<file path="src/rtl/fifo_arb_tx.sv">
// Transmit-side arbiter: merges two read-registered client FIFOs into one output FIFO,
// granting round-robin at packet boundaries and rewriting header select bits per client.
module fifo_arb_tx #(
    parameter int                DWIDTH    = 8,
    parameter logic [DWIDTH-1:0] SELMASK   = 8'h80,
    parameter logic [DWIDTH-1:0] CNTMASK   = 8'h70,
    parameter bit                SEL_FORCE = 1'b1
) (
    input  logic              CLK,
    input  logic              RESETn,
    output logic              c1_rden,
    input  logic              c1_rdempty,
    input  logic [DWIDTH-1:0] c1_rddata,
    output logic              c2_rden,
    input  logic              c2_rdempty,
    input  logic [DWIDTH-1:0] c2_rddata,
    output logic              fifo_wren,
    input  logic              fifo_wrfull,
    output logic [DWIDTH-1:0] fifo_wrdata,
    output logic [1:0]        gnt,
    output logic              busy
);

    typedef enum logic [1:0] {IDLE, HDR, DATA_RD, DATA_WR} state_t;

    function automatic int lowBit(input logic [DWIDTH-1:0] mask);
        int pos;
        pos = 0;
        for (int i = DWIDTH - 1; i >= 0; i--) begin
            if (mask[i]) pos = i;
        end
        return pos;
    endfunction

    localparam int CSHIFT = lowBit(CNTMASK);

    // Reserved count codes collapse to a header-only packet.
    function automatic logic [3:0] decodeCnt(input logic [DWIDTH-1:0] hdr);
        logic [2:0] field;
        field = 3'(hdr >> CSHIFT);
        case (field)
            3'd1:    return 4'd1;
            3'd2:    return 4'd2;
            3'd3:    return 4'd4;
            3'd4:    return 4'd8;
            default: return 4'd0;
        endcase
    endfunction

    state_t            r_state;
    state_t            w_stateNext;
    logic [3:0]        r_dcnt;
    logic [3:0]        w_dcntNext;
    logic [1:0]        r_gnt;
    logic [1:0]        w_gntNext;
    logic              r_lastC2;
    logic              w_lastC2Next;
    logic              w_c1Rd;
    logic              w_c2Rd;
    logic              w_wren;
    logic [DWIDTH-1:0] w_wrdata;
    logic [DWIDTH-1:0] w_grantData;
    logic              w_grantEmpty;
    logic [DWIDTH-1:0] w_hdrOut;
    logic [3:0]        w_hdrCnt;
    logic              w_pickC2;

    assign w_grantData  = r_gnt[1] ? c2_rddata  : c1_rddata;
    assign w_grantEmpty = r_gnt[1] ? c2_rdempty : c1_rdempty;
    assign w_hdrCnt     = decodeCnt(w_grantData);
    assign w_pickC2     = !c2_rdempty && (c1_rdempty || !r_lastC2);

    always_comb begin
        w_hdrOut = w_grantData;
        if (SEL_FORCE) begin
            w_hdrOut = r_gnt[0] ? (w_grantData | SELMASK) : (w_grantData & ~SELMASK);
        end
    end

    always_comb begin
        w_stateNext  = r_state;
        w_dcntNext   = r_dcnt;
        w_gntNext    = r_gnt;
        w_lastC2Next = r_lastC2;
        w_c1Rd       = 1'b0;
        w_c2Rd       = 1'b0;
        w_wren       = 1'b0;
        w_wrdata     = w_grantData;
        case (r_state)
            IDLE: begin
                if ((!c1_rdempty || !c2_rdempty) && !fifo_wrfull) begin
                    w_c1Rd       = !w_pickC2;
                    w_c2Rd       = w_pickC2;
                    w_gntNext    = w_pickC2 ? 2'b10 : 2'b01;
                    w_lastC2Next = w_pickC2;
                    w_stateNext  = HDR;
                end
            end
            HDR: begin
                w_wren     = 1'b1;
                w_wrdata   = w_hdrOut;
                w_dcntNext = w_hdrCnt;
                if (w_hdrCnt == 4'd0) begin
                    w_stateNext = IDLE;
                    w_gntNext   = 2'b00;
                end else begin
                    w_stateNext = DATA_RD;
                end
            end
            DATA_RD: begin
                // The grant is held here even if the other client has data waiting.
                if (!w_grantEmpty && !fifo_wrfull) begin
                    w_c1Rd      = r_gnt[0];
                    w_c2Rd      = r_gnt[1];
                    w_stateNext = DATA_WR;
                end
            end
            DATA_WR: begin
                w_wren     = 1'b1;
                w_dcntNext = r_dcnt - 4'd1;
                if (r_dcnt <= 4'd1) begin
                    w_stateNext = IDLE;
                    w_gntNext   = 2'b00;
                end else begin
                    w_stateNext = DATA_RD;
                end
            end
            default: begin
                w_stateNext = IDLE;
                w_gntNext   = 2'b00;
            end
        endcase
        if (!RESETn) begin
            w_c1Rd = 1'b0;
            w_c2Rd = 1'b0;
            w_wren = 1'b0;
        end
    end

    always_ff @(posedge CLK) begin
        if (!RESETn) begin
            r_state  <= IDLE;
            r_dcnt   <= 4'd0;
            r_gnt    <= 2'b00;
            r_lastC2 <= 1'b1;
        end else begin
            r_state  <= w_stateNext;
            r_dcnt   <= w_dcntNext;
            r_gnt    <= w_gntNext;
            r_lastC2 <= w_lastC2Next;
        end
    end

    assign c1_rden     = w_c1Rd;
    assign c2_rden     = w_c2Rd;
    assign fifo_wren   = w_wren;
    assign fifo_wrdata = w_wrdata;
    assign gnt         = r_gnt;
    assign busy        = (r_state != IDLE);

endmodule

</file>
<file path="config.mk">
export PLATFORM = sky130hd
export DESIGN_NAME = fifo_arb_tx
export DESIGN_NICKNAME = d
export VERILOG_FILES = /design/src/rtl/fifo_arb_tx.sv
export SDC_FILE = /design/constraint.sdc
export NUM_CORES = 1
export LEC_CHECK = 0
export BUFFER_PORTS_ARGS = -buffer_cell sky130_fd_sc_hd__buf_2
export CAP_MARGIN = 25
export CORE_MARGIN = 3
export CORE_UTILIZATION = 39
export DETAILED_ROUTE_END_ITERATION = 10
export PLACE_DENSITY = 0.75
export SLEW_MARGIN = 0
export SYNTH_ARGS = -nofsm -noshare
export SYNTH_HDL_FRONTEND = slang
export SYNTH_SLANG_ARGS = --single-unit
</file>
<file path="constraint.sdc">
create_clock -name CLK -period 1.6 [get_ports CLK]
set_clock_uncertainty 0.15 [all_clocks]
set_input_delay 0.32 -clock CLK [delete_from_list [all_inputs] [get_ports CLK]]
set_output_delay 0.32 -clock CLK [all_outputs]
set_load 0.02 [all_outputs]
</file>
==> metrics.csv, run 1 <==
stage,metric,value,unit
final_layout,num_antenna_cells,0,
synth,yosysTopAreaCell,dfxtp_1,
timing,final-hold-violation-count,0,
place,io_buffers,34,
synth,synthTopCellsByCount,"inv_1, nand2_1, o21ai_0",
die,rows,14,
timing,timing.fmax,540.3,MHz
global_routing,grt_max_degree,11,
global_routing,antenna_found_initial,0,
power_and_ir_drop,power_density,621.2,nW/um2
global_routing,grt_first_pass_wirelength,3360,um
clock_tree,cts_hold_buffers,0,
drt,ant_nets,0,
drt,dr.pass1.iters,4,
synth,ys_ff_latch,9,
global_routing,grt_usage,20.97,%
die,io_pins,35,
clock_tree,htreeDepth,1,
synth,synth_most_common_cell,inv_1,
place,pre_cts_ws,-0.05814,ns
critical_path,reg2reg_slack,-0.15,ns
timing,post-route-period-util,115.7,%
clock_tree,cts_tree,built,
die,fp.dieH,48.05,um
power_and_ir_drop,power,0.8277,mW
clock_tree,cts_buffer_depth,2,
critical_path,cp_cell_sequence,buf_4 -> mux2_2 -> buf_2,
final_layout,syn2layout_area_growth,93.29,%
timing,rsz0062_at_grt,true,
critical_path,slowest_delay,0.42,ns
die,design.die.area,2308,um2
timing,worstMarginPinSlew,0.4000,ns
synth,yosys_most_used_dff,dfxtp_1,
final_layout,nets,175,
final_layout,final_cells,167,
timing,maxSlewViolCount,0,
flow_run,maxCapViolCount,0,
synth,async_flop_share,0,%
timing,slew_headroom,73.09,%
place,dp.final_hpwl,1715,um
timing,setup_violations,16,
drt,vias_per_cell,5.677,
drt,routed-via-count,948,
clock_tree,cts_root_buf,clkbuf_4,
synth,synthCells,93,
critical_path,cp.required,1.13,ns
drt,wire_per_inst,15.25,um
global_routing,gr-total-overflow,0,
timing,fin_crit,1.851,ns
synth,ys_seq_area_share,26.13,%
synth,synth_area_leaders,"dfxtp_1, mux2_2, o21ai_0, inv_1, mux2i_1",
timing,hold_slack,0.2741,ns
drt,dr.first_iter.drc_count,9,
critical_path,startpoint_type,flip-flop,
die,coreArea,1577,um2
min_path,hold_path.class,in -> reg,
outcome,violations,setup timing,
synth,synth_area,689.4,um2
clock_tree,clock_sinks,9,
place,dpl-instance-area,1035,um2
synth,syn_nets,116,
place,dp.cells,155,
place,gp_congestion,0.8042,
clock_tree,clkTransAtPathRegs,0.07,ns
synth,synth-edff-count,0,
critical_path,cp_max_fo,6,
drt,drc,0,
power_and_ir_drop,p_leak,0.5789,nW
final_layout,drive_gt1_share,60.26,%
critical_path,critPathSlowestCell,dfxtp_4,
final_layout,design_area,1333,um2
power_and_ir_drop,ir_drop,540.3,uV
synth,syn_avg_cell_area,7.413,um2
die,die_w,48.05,um
drt,wirelength,2547,um
clock_tree,clock_latency,0.27,ns
die,start_util,43.73,%
clock_tree,cts_buffers,3,
timing,postLayoutSetupSlackWorst,-0.2510,ns
synth,synth_warnings,0,
critical_path,cp-end-kind,output port,
critical_path,critical_path_class,reg -> out,
critical_path,arrival,1.38,ns
outcome,outcome,"complete, but fails checks",
synth,synth_top_area_share,26.13,%
global_routing,first_global_vias,779,
synth,yosysUniqueCellTypes,33,
-- through the flow --
stage | util, % | TNS, ns
floorplan | - | -0.01046
global placement | 65.63 | -0.05403
detailed placement | 65.63 | -0.1375
CTS | 72.54 | -2.012
global route | 84.52 | -3.155
finish | 84.52 | -2.499
-- cell type report --
type / count / area (um2)
tap: 16 / 20.02
fill: 91 / 244.0
sequential: 9 / 191.4
timing repair buffer: 58 / 422.9
inverter: 11 / 43.79
clock buffer: 4 / 26.28
multi-input combinational: 69 / 628.1
-- critical path: cells and delay by family (launching register included) --
kind     cells  cell delay [ns]
mux          1             0.35
flops        1             0.42
buf+inv      2             0.34
-- worst paths after layout --
kind | start | to | depth (start not counted)
max | gnt[1] | fifo_wrdata[3] | 3
min | RESETn | r_lastC2 | 3
max reg2reg | gnt[1] | gnt[0] | 5
min reg2reg | gnt[0] | gnt[0] | 2
-- cell families after synthesis --
kind of cell	share of synthesized area [%]
muxes	13.97
adders and majority gates	3.629
DFF	26.13
AOI/OAI and AO/OA	21.96
and+or+nand+nor	24.68
buffers and inverters	8.348
xor gates and xnor gates	1.271
-- report_power, final --
part	leakage (nW)	internal (mW)	total, mW	switching (mW)
Combinational	0.488	0.193	0.381	0.188
Sequential	0.0759	0.239	0.262	0.0230
Clock	0.0150	0.0963	0.184	0.0879
-- sequential cells by signal, summed over array words and instances, names as in the netlist --
name      cells
r_dcnt        4
r_state       2
gnt           2
r_lastC2      1
-- timing repair --
action                                  CTS  global route
pin swaps                                 1            11
buffers inserted                          1             7
cloned                                    0             0
endpoints found under the setup margin   14            15
gates resized for setup                  19            34
hold endpoints to repair                  0             0
-- placed cells by master (no fill, tap or decap), drive strengths merged, types with 2 or more instances in the layout --
cell     n
nand2   10
buf     58
nor2     3
inv     11
mux2     5
o21ai   10
a21oi    7
mux2i    4
nand4    2
nand2b   2
dfxtp    9
or2      2
nor4     3
clkbuf   4
ha       2
nand3    2
nor3     2
-- layer usage --
layer  vias to the layer above  routed length [um]  part of all wire, %  global-route usage, %
met4                         0                  54                  2.1                  10.22
met1                       453                1008                   40                  24.22
met2                        34                1366                   54                  37.20
li1                        455                   -                    -                      -
met5                         -                   0                    0                      0
met3                         6                 118                  4.6                  3.008
Power figures use the tool's default switching activity.
==> inputs of run 2 (changes only) <==
--- a/config.mk
+++ b/config.mk
@@ -8,9 +8,9 @@
 export BUFFER_PORTS_ARGS = -buffer_cell sky130_fd_sc_hd__buf_2
 export CAP_MARGIN = 25
 export CORE_MARGIN = 3
-export CORE_UTILIZATION = 39
+export CORE_UTILIZATION = 44
 export DETAILED_ROUTE_END_ITERATION = 10
-export PLACE_DENSITY = 0.75
+export PLACE_DENSITY_LB_ADDON = 0.1
 export SLEW_MARGIN = 0
 export SYNTH_ARGS = -nofsm -noshare
 export SYNTH_HDL_FRONTEND = slang
==> constraint.sdc (replaced) <==
create_clock -name CLK -period 1.9 [get_ports CLK]
set_clock_uncertainty 0.15 [all_clocks]
set_input_delay 0.38 -clock CLK [delete_from_list [all_inputs] [get_ports CLK]]
set_output_delay 0.38 -clock CLK [all_outputs]
set_load 0.02 [all_outputs]
==> run 2 against run 1 <==
Net effect:
- the run still ends with setup timing left
- sequential cell count unchanged
- wire length increased by 2.7%
- cell area decreased by 8.8%
- sequential power decreased by 16%
- global-route usage increased by 3.4 points
- first-iteration DRC count increased to 3.6 times the previous value
- die area decreased by 10%
- non-clock buffer count decreased by 7
- utilization increased by 3.3 points
- via count decreased by 3.2%
- combinational power decreased by 25%
- highest routed layer unchanged
==> metrics.csv, run 2 (synthesis gave the netlist of run 1 again) <==
stage,metric,value,unit,change
outcome,outcome,"complete, but fails checks",,
outcome,violations,setup timing,,
clock_tree,cts_root_buf,clkbuf_4,,
place,pre_cts_ws,0.04422,ns,+0.1024 ns
power_and_ir_drop,p_leak,0.5470,nW,-5.5%
final_layout,layout_common_cells,"buf_2, buf_4, inv_1",,
critical_path,crit_family,simple AND/OR/NAND/NOR gates,,
drt,ant_nets,0,,unchanged
timing,setup_violations,2,,-14
critical_path,arrival,1.40,ns,+0.02 ns
timing,hold_slack,0.2462,ns,-0.02792 ns
final_layout,final_cells,159,,-4.8%
clock_tree,cts_tree,built,,
critical_path,cp-end-kind,output port,,
die,fp.dieH,45.59,um,-5.1%
critical_path,critical_path_class,reg -> out,,
timing,timing.fmax,517.4,MHz,
critical_path,slowest_delay,0.36,ns,-0.06 ns
timing,post-route-period-util,101.7,%,
drt,dr.pass1.iters,5,,+1
die,io_pins,35,,unchanged
global_routing,gr-total-overflow,0,,unchanged
critical_path,endpoint,c2_rden,,
final_layout,largest_register_ffs,4,,unchanged
global_routing,grt_usage,24.37,%,+3.4 points
critical_path,critPathSlowestCell,dfxtp_4,,
timing,fin_crit,1.933,ns,
critical_path,rr_startpoint,gnt[1],,
global_routing,grt_first_pass_wirelength,3601,um,+7.2%
clock_tree,cts_buffer_depth,2,,unchanged
critical_path,worstSetupStartpoint,r_state[0],,
place,dp.cells,144,,-7.1%
drt,wire_per_inst,16.45,um,+7.9%
critical_path,startpoint_type,flip-flop,,
final_layout,utilization,87.87,%,+3.3 points
final_layout,fillers,70,,-23%
critical_path,cp_cell_sequence,buf_8 -> nand2b_4 -> nor4b_4 -> buf_4,,
final_layout,num_antenna_cells,0,,unchanged
timing,setup_tns,-0.06349,ns,+2.435 ns
global_routing,grt_max_degree,17,,+6
drt,drc,0,,unchanged
critical_path,reg2reg_to,gnt[0],,
final_layout,final_common_cell,buf_2,,
final_layout,nets,168,,-4.0%
final_layout,drive_gt1_share,52.78,%,-7.5 points
critical_path,reg2reg_slack,0.07,ns,+0.22 ns
die,start_util,49.86,%,+6.1 points
final_layout,top_register,r_dcnt,,
clock_tree,cts_hold_buffers,0,,unchanged
global_routing,antenna_found_initial,0,,unchanged
place,io_buffers,34,,unchanged
timing,rsz0062_at_grt,true,,
timing,worstMarginPinSlew,0.4472,ns,+0.04716 ns
die,die_w,45.59,um,-5.1%
drt,dr.first_iter.drc_count,32,,+23
timing,final-hold-violation-count,0,,unchanged
die,design.die.area,2078,um2,-10%
final_layout,design_area,1215,um2,-8.8%
critical_path,rr_worst_depth,5,,unchanged
clock_tree,cts_buffers,3,,unchanged
global_routing,first_global_vias,883,,+13%
power_and_ir_drop,power,0.6667,mW,-19%
drt,routed-via-count,918,,-3.2%
timing,maxSlewViolCount,0,,unchanged
min_path,hold_path.class,in -> reg,,
flow_run,maxCapViolCount,0,,unchanged
die,rows,13,,-1
clock_tree,clock_sinks,9,,unchanged
place,gp_congestion,0.8001,,-0.51%
place,dp.final_hpwl,1546,um,-9.9%
place,dpl-instance-area,918.4,um2,-11%
critical_path,cp_max_fo,11,,+5
clock_tree,clock_latency,0.27,ns,about the same
die,coreArea,1383,um2,-12%
power_and_ir_drop,power_density,548.8,nW/um2,-12%
clock_tree,clkTransAtPathRegs,0.07,ns,about the same
critical_path,crit_cells,4,,+1
final_layout,syn2layout_area_growth,76.23,%,
critical_path,cp.required,1.37,ns,+0.24 ns
drt,vias_per_cell,5.774,,+1.7%
critical_path,cp_num_buf_inv,2,,unchanged
timing,slew_headroom,69.91,%,-3.2 points
clock_tree,htreeDepth,1,,unchanged
timing,postLayoutSetupSlackWorst,-0.03276,ns,+0.2182 ns
power_and_ir_drop,ir_drop,472.9,uV,-12%
drt,wirelength,2616,um,+2.7%
run 2: cell count changes in the layout (fill, tap and decap cells not counted), sizes merged:
cell	change
buf	-7
run 2: layer usage:
| layer | vias to the layer above | GRT usage [%] | part of all wire, % |
|---|---|---|---|
| li1 | 439 | - | - |
| met1 | 425 | 26.37 | 39 |
| met2 | 44 | 40.67 | 52 |
| met3 | 10 | 8.696 | 7.0 |
| met4 | 0 | 13.45 | 2.4 |
| met5 | - | 0 | 0 |
run 2: final cells by class:
| type | count | area [um2] | area share, % |
|---|---|---|---|
| Clock buffer | 4 | 26.28 | 2.163 |
| Inverter | 11 | 43.79 | 3.605 |
| Multi-Input combinational cell | 69 | 578.1 | 47.58 |
| Sequential cell | 9 | 191.4 | 15.76 |
| Tap cell | 15 | 18.77 | 1.545 |
| Timing Repair Buffer | 51 | 356.6 | 29.35 |
run 2: timing repair:
item | 4_1_cts | 5_1_grt
setup buffers | 5 | 6
endpoints found under the setup margin | 7 | 10
resized for setup | 10 | 37
pin swaps | 0 | 5
run 2: tightest hold or removal path: cells and delay by family:
kind                   cells  cell delay (ns)
AO/OA/AOI/OAI              1             0.04
buffers and inverters      1             0.12
AND/OR/NAND/NOR            1             0.09
run 2: worst min path at each step:
stage               from    endpoint  slack (ns)  depth (start not counted)
2_1_floorplan  r_dcnt[3]   r_dcnt[3]        0.34                          2
3_3_place_gp      gnt[0]      gnt[0]        0.34                          2
3_5_place_dp      gnt[0]      gnt[0]        0.34                          2
4_1_cts           RESETn  r_state[0]        0.24                          3
5_1_grt           RESETn  r_state[0]        0.24                          3
6_report          RESETn  r_state[0]        0.25                          3
run 2: power breakdown:
group          switching, mW  internal [mW]  total (mW)
clock                 0.0788         0.0815       0.160
combinational          0.145          0.141       0.286
sequential            0.0189          0.201       0.220
==> inputs of run 3 (changes only) <==
--- a/config.mk
+++ b/config.mk
@@ -5,10 +5,12 @@
 export SDC_FILE = /design/constraint.sdc
 export NUM_CORES = 1
 export LEC_CHECK = 0
+export ABC_AREA = 1
+export ABC_CLOCK_PERIOD_IN_PS = 1900
 export BUFFER_PORTS_ARGS = -buffer_cell sky130_fd_sc_hd__buf_2
 export CAP_MARGIN = 25
 export CORE_MARGIN = 3
-export CORE_UTILIZATION = 44
+export CORE_UTILIZATION = 46
 export DETAILED_ROUTE_END_ITERATION = 10
 export PLACE_DENSITY_LB_ADDON = 0.1
 export SLEW_MARGIN = 0
==> run 3 against run 2 <==
Net effect:
- the flow still finishes with violations (setup timing)
- area after synthesis is 14% higher
- clock power is 5% lower
- maximum frequency is 0.64% lower
- sequential power is 16% higher
- global-route usage is 4.8 points lower
- via count is 2.9% higher
- critical path type unchanged
==> metrics.csv, run 3 <==
stage,metric,value,unit,change
final_layout,layout_common_cells,"nand2_1, buf_2, inv_1, buf_4, nor2_1",,
power_and_ir_drop,ir_drop,567.9,uV,+20%
drt,routed-via-count,945,,+2.9%
critical_path,critPathSlowestCell,dfxtp_4,,
synth,synthCells,133,,+43%
synth,synth_warnings,0,,unchanged
die,io_pins,35,,unchanged
outcome,violations,setup timing,,
clock_tree,htreeDepth,1,,unchanged
timing,rsz0062_at_grt,true,,
flow_run,maxCapViolCount,0,,unchanged
timing,setup_tns,-0.08040,ns,-0.01691 ns
drt,vias_per_cell,4.871,,-16%
outcome,outcome,"complete, but fails checks",,
timing,hold_slack,0.2181,ns,-0.02801 ns
final_layout,syn2layout_area_growth,37.06,%,
die,design.die.area,2234,um2,+7.5%
final_layout,layout.area.seq,185.2,um2,-3.3%
global_routing,grt_first_pass_wirelength,3160,um,-12%
final_layout,num_antenna_cells,0,,unchanged
min_path,hold_end,r_state[1],,
clock_tree,clock_sinks,9,,unchanged
critical_path,cp_cell_sequence,nor2_4 -> inv_2 -> or2_4 -> nor2_4 -> inv_2 -> a21oi_2 -> buf_4,,
clock_tree,cts_root_buf,clkbuf_4,,
drt,dr.pass1.iters,4,,-1
power_and_ir_drop,p_leak,0.6138,nW,+12%
drt,dr.first_iter.drc_count,22,,-31%
timing,maxSlewViolCount,0,,unchanged
synth,yosys_most_used_dff,dfxtp_1,,
timing,final-hold-violation-count,0,,unchanged
drt,ant_nets,0,,unchanged
die,rows,14,,+1
final_layout,multi_input_area,494.2,um2,-15%
final_layout,utilization,68.86,%,-19 points
critical_path,reg2reg_to,gnt[0],,
min_path,hold_path.class,in -> reg,,
drt,drc,0,,unchanged
die,die_w,47.27,um,+3.7%
min_path,min-delay-start,RESETn,,
timing,timing.fmax,514.1,MHz,-0.64%
timing,setup_violations,2,,unchanged
synth,synth_area,783.3,um2,+14%
place,io_buffers,34,,unchanged
die,fp.dieH,47.27,um,+3.7%
power_and_ir_drop,power_density,925.3,nW/um2,+69%
synth,synth_top_area_share,23.00,%,-3.1 points
final_layout,largest_register_ffs,4,,unchanged
global_routing,first_global_vias,774,,-12%
power_and_ir_drop,power,0.9933,mW,+49%
final_layout,nets,202,,+20%
clock_tree,clkTransAtPathRegs,0.06,ns,about the same
critical_path,reg2reg_slack,0.40,ns,+0.33 ns
synth,synth_area_leaders,"dfxtp_1, nand2_1, inv_1, nor2_1, a21oi_1",,
final_layout,fillers,141,,+100%
place,pre_cts_ws,0.04436,ns,+0.0001413 ns
synth,synthTopCellsByCount,"nand2_1, inv_1, nor2_1",,
place,gp_congestion,0.7853,,-1.8%
critical_path,cp-end-kind,output port,,
critical_path,rr_startpoint,r_dcnt[0],,
critical_path,arrival,1.42,ns,+0.02 ns
final_layout,top_register,r_dcnt,,
clock_tree,clock_latency,0.26,ns,about the same
critical_path,cp_max_fo,3,,-8
final_layout,final_common_cell,nand2_1,,
synth,synth_most_common_cell,nand2_1,,
synth,syn_avg_cell_area,5.889,um2,-21%
drt,wire_per_inst,10.46,um,-36%
die,start_util,50.24,%,+0.38 points
timing,postLayoutSetupSlackWorst,-0.04519,ns,-0.01244 ns
critical_path,rr_worst_depth,11,,+6
clock_tree,cts_buffers,3,,unchanged
critical_path,cp.required,1.37,ns,about the same
synth,ys_seq_area_share,23.00,%,-3.1 points
synth,ys_ff_latch,9,,unchanged
global_routing,grt_usage,19.57,%,-4.8 points
global_routing,grt_max_degree,14,,-3
global_routing,gr-total-overflow,0,,unchanged
synth,syn_nets,156,,+34%
timing,slew_headroom,84.35,%,+14 points
timing,post-route-period-util,102.4,%,+0.65 points
synth,yosysUniqueCellTypes,23,,-30%
critical_path,critical_path_class,reg -> out,,
place,dp.final_hpwl,1554,um,+0.52%
clock_tree,cts_buffer_depth,2,,unchanged
die,coreArea,1559,um2,+13%
final_layout,drive_gt1_share,38.20,%,-15 points
timing,fin_crit,1.945,ns,+0.01244 ns
synth,yosysTopAreaCell,dfxtp_1,,
drt,wirelength,2030,um,-22%
clock_tree,cts_tree,built,,
synth,synth-edff-count,0,,unchanged
critical_path,startpoint_type,flip-flop,,
global_routing,antenna_found_initial,0,,unchanged
critical_path,slowest_delay,0.35,ns,about the same
synth,async_flop_share,0,%,unchanged
min_path,min_delay_path_depth,3,,unchanged
timing,worstMarginPinSlew,0.2324,ns,-0.2148 ns
## run 3: power breakdown
group	internal [mW]	switching (mW)
clock network	0.0810	0.0706
logic	0.229	0.357
registers	0.227	0.0290
total	0.537	0.456
## run 3: worst max path at each step
| stage | slack (ns) | to | from |
|---|---|---|---|
| after CTS | -0.04 | c1_rden | r_state[0] |
| final | -0.05 | c2_rden | r_state[1] |
| after global placement | 0.08 | c2_rden | c1_rdempty |
| after floorplan | 0.05 | c1_rden | gnt[1] |
| after global routing | -0.10 | c1_rden | r_state[1] |
| after detailed placement | 0.04 | c2_rden | c1_rdempty |
## run 3: cell type report
cell class	instances	area share, %
Inverter	26	9.091
Multi-Input combinational cell	95	46.04
Tap cell	16	1.865
Timing Repair Buffer	44	23.31
Sequential cell	9	17.25
Clock buffer	4	2.448
## run 3: what timing repair did
item,4_1_cts,5_1_grt
pin swaps,2,5
gates cloned,0,0
buffers inserted,4,2
hold buffers,0,0
setup endpoints to repair,2,3
gates resized for setup,5,6
## run 3: critical path: cells and delay by family (launching register included)
| kind | cells | cell delay, ns |
|---|---|---|
| AND/OR/NAND/NOR | 3 | 0.46 |
| flip-flops | 1 | 0.35 |
| buffers and inverters | 3 | 0.23 |
| AO/OA/AOI/OAI | 1 | 0.12 |
## run 3: logic make-up after synthesis
logic type	Yosys count	synth area share, %
buffers and inverters	29	16.77
flip-flops	9	23.00
XOR/XNOR	2	2.237
adder cells (fa/ha/maj)	2	3.194
AO/OA/AOI/OAI	15	10.54
AND/OR/NAND/NOR	76	44.25
## run 3: per-layer routing
metal / GRT usage [%] / part of all wire [%]
met1: 26.02 / 44
met2: 32.09 / 47
met3: 4.981 / 8.6
met4: 3.315 / 0.84
met5: 0 / 0
## run 3: through the flow
| step | cell area, um2 | cells |
|---|---|---|
| CTS | 1040 | 192 |
| detailed placement | 973.4 | 184 |
| finish | 1074 | 194 |
| floorplan | 787.0 | 133 |
| global route | 1074 | 194 |
| global placement | 973.4 | 184 |
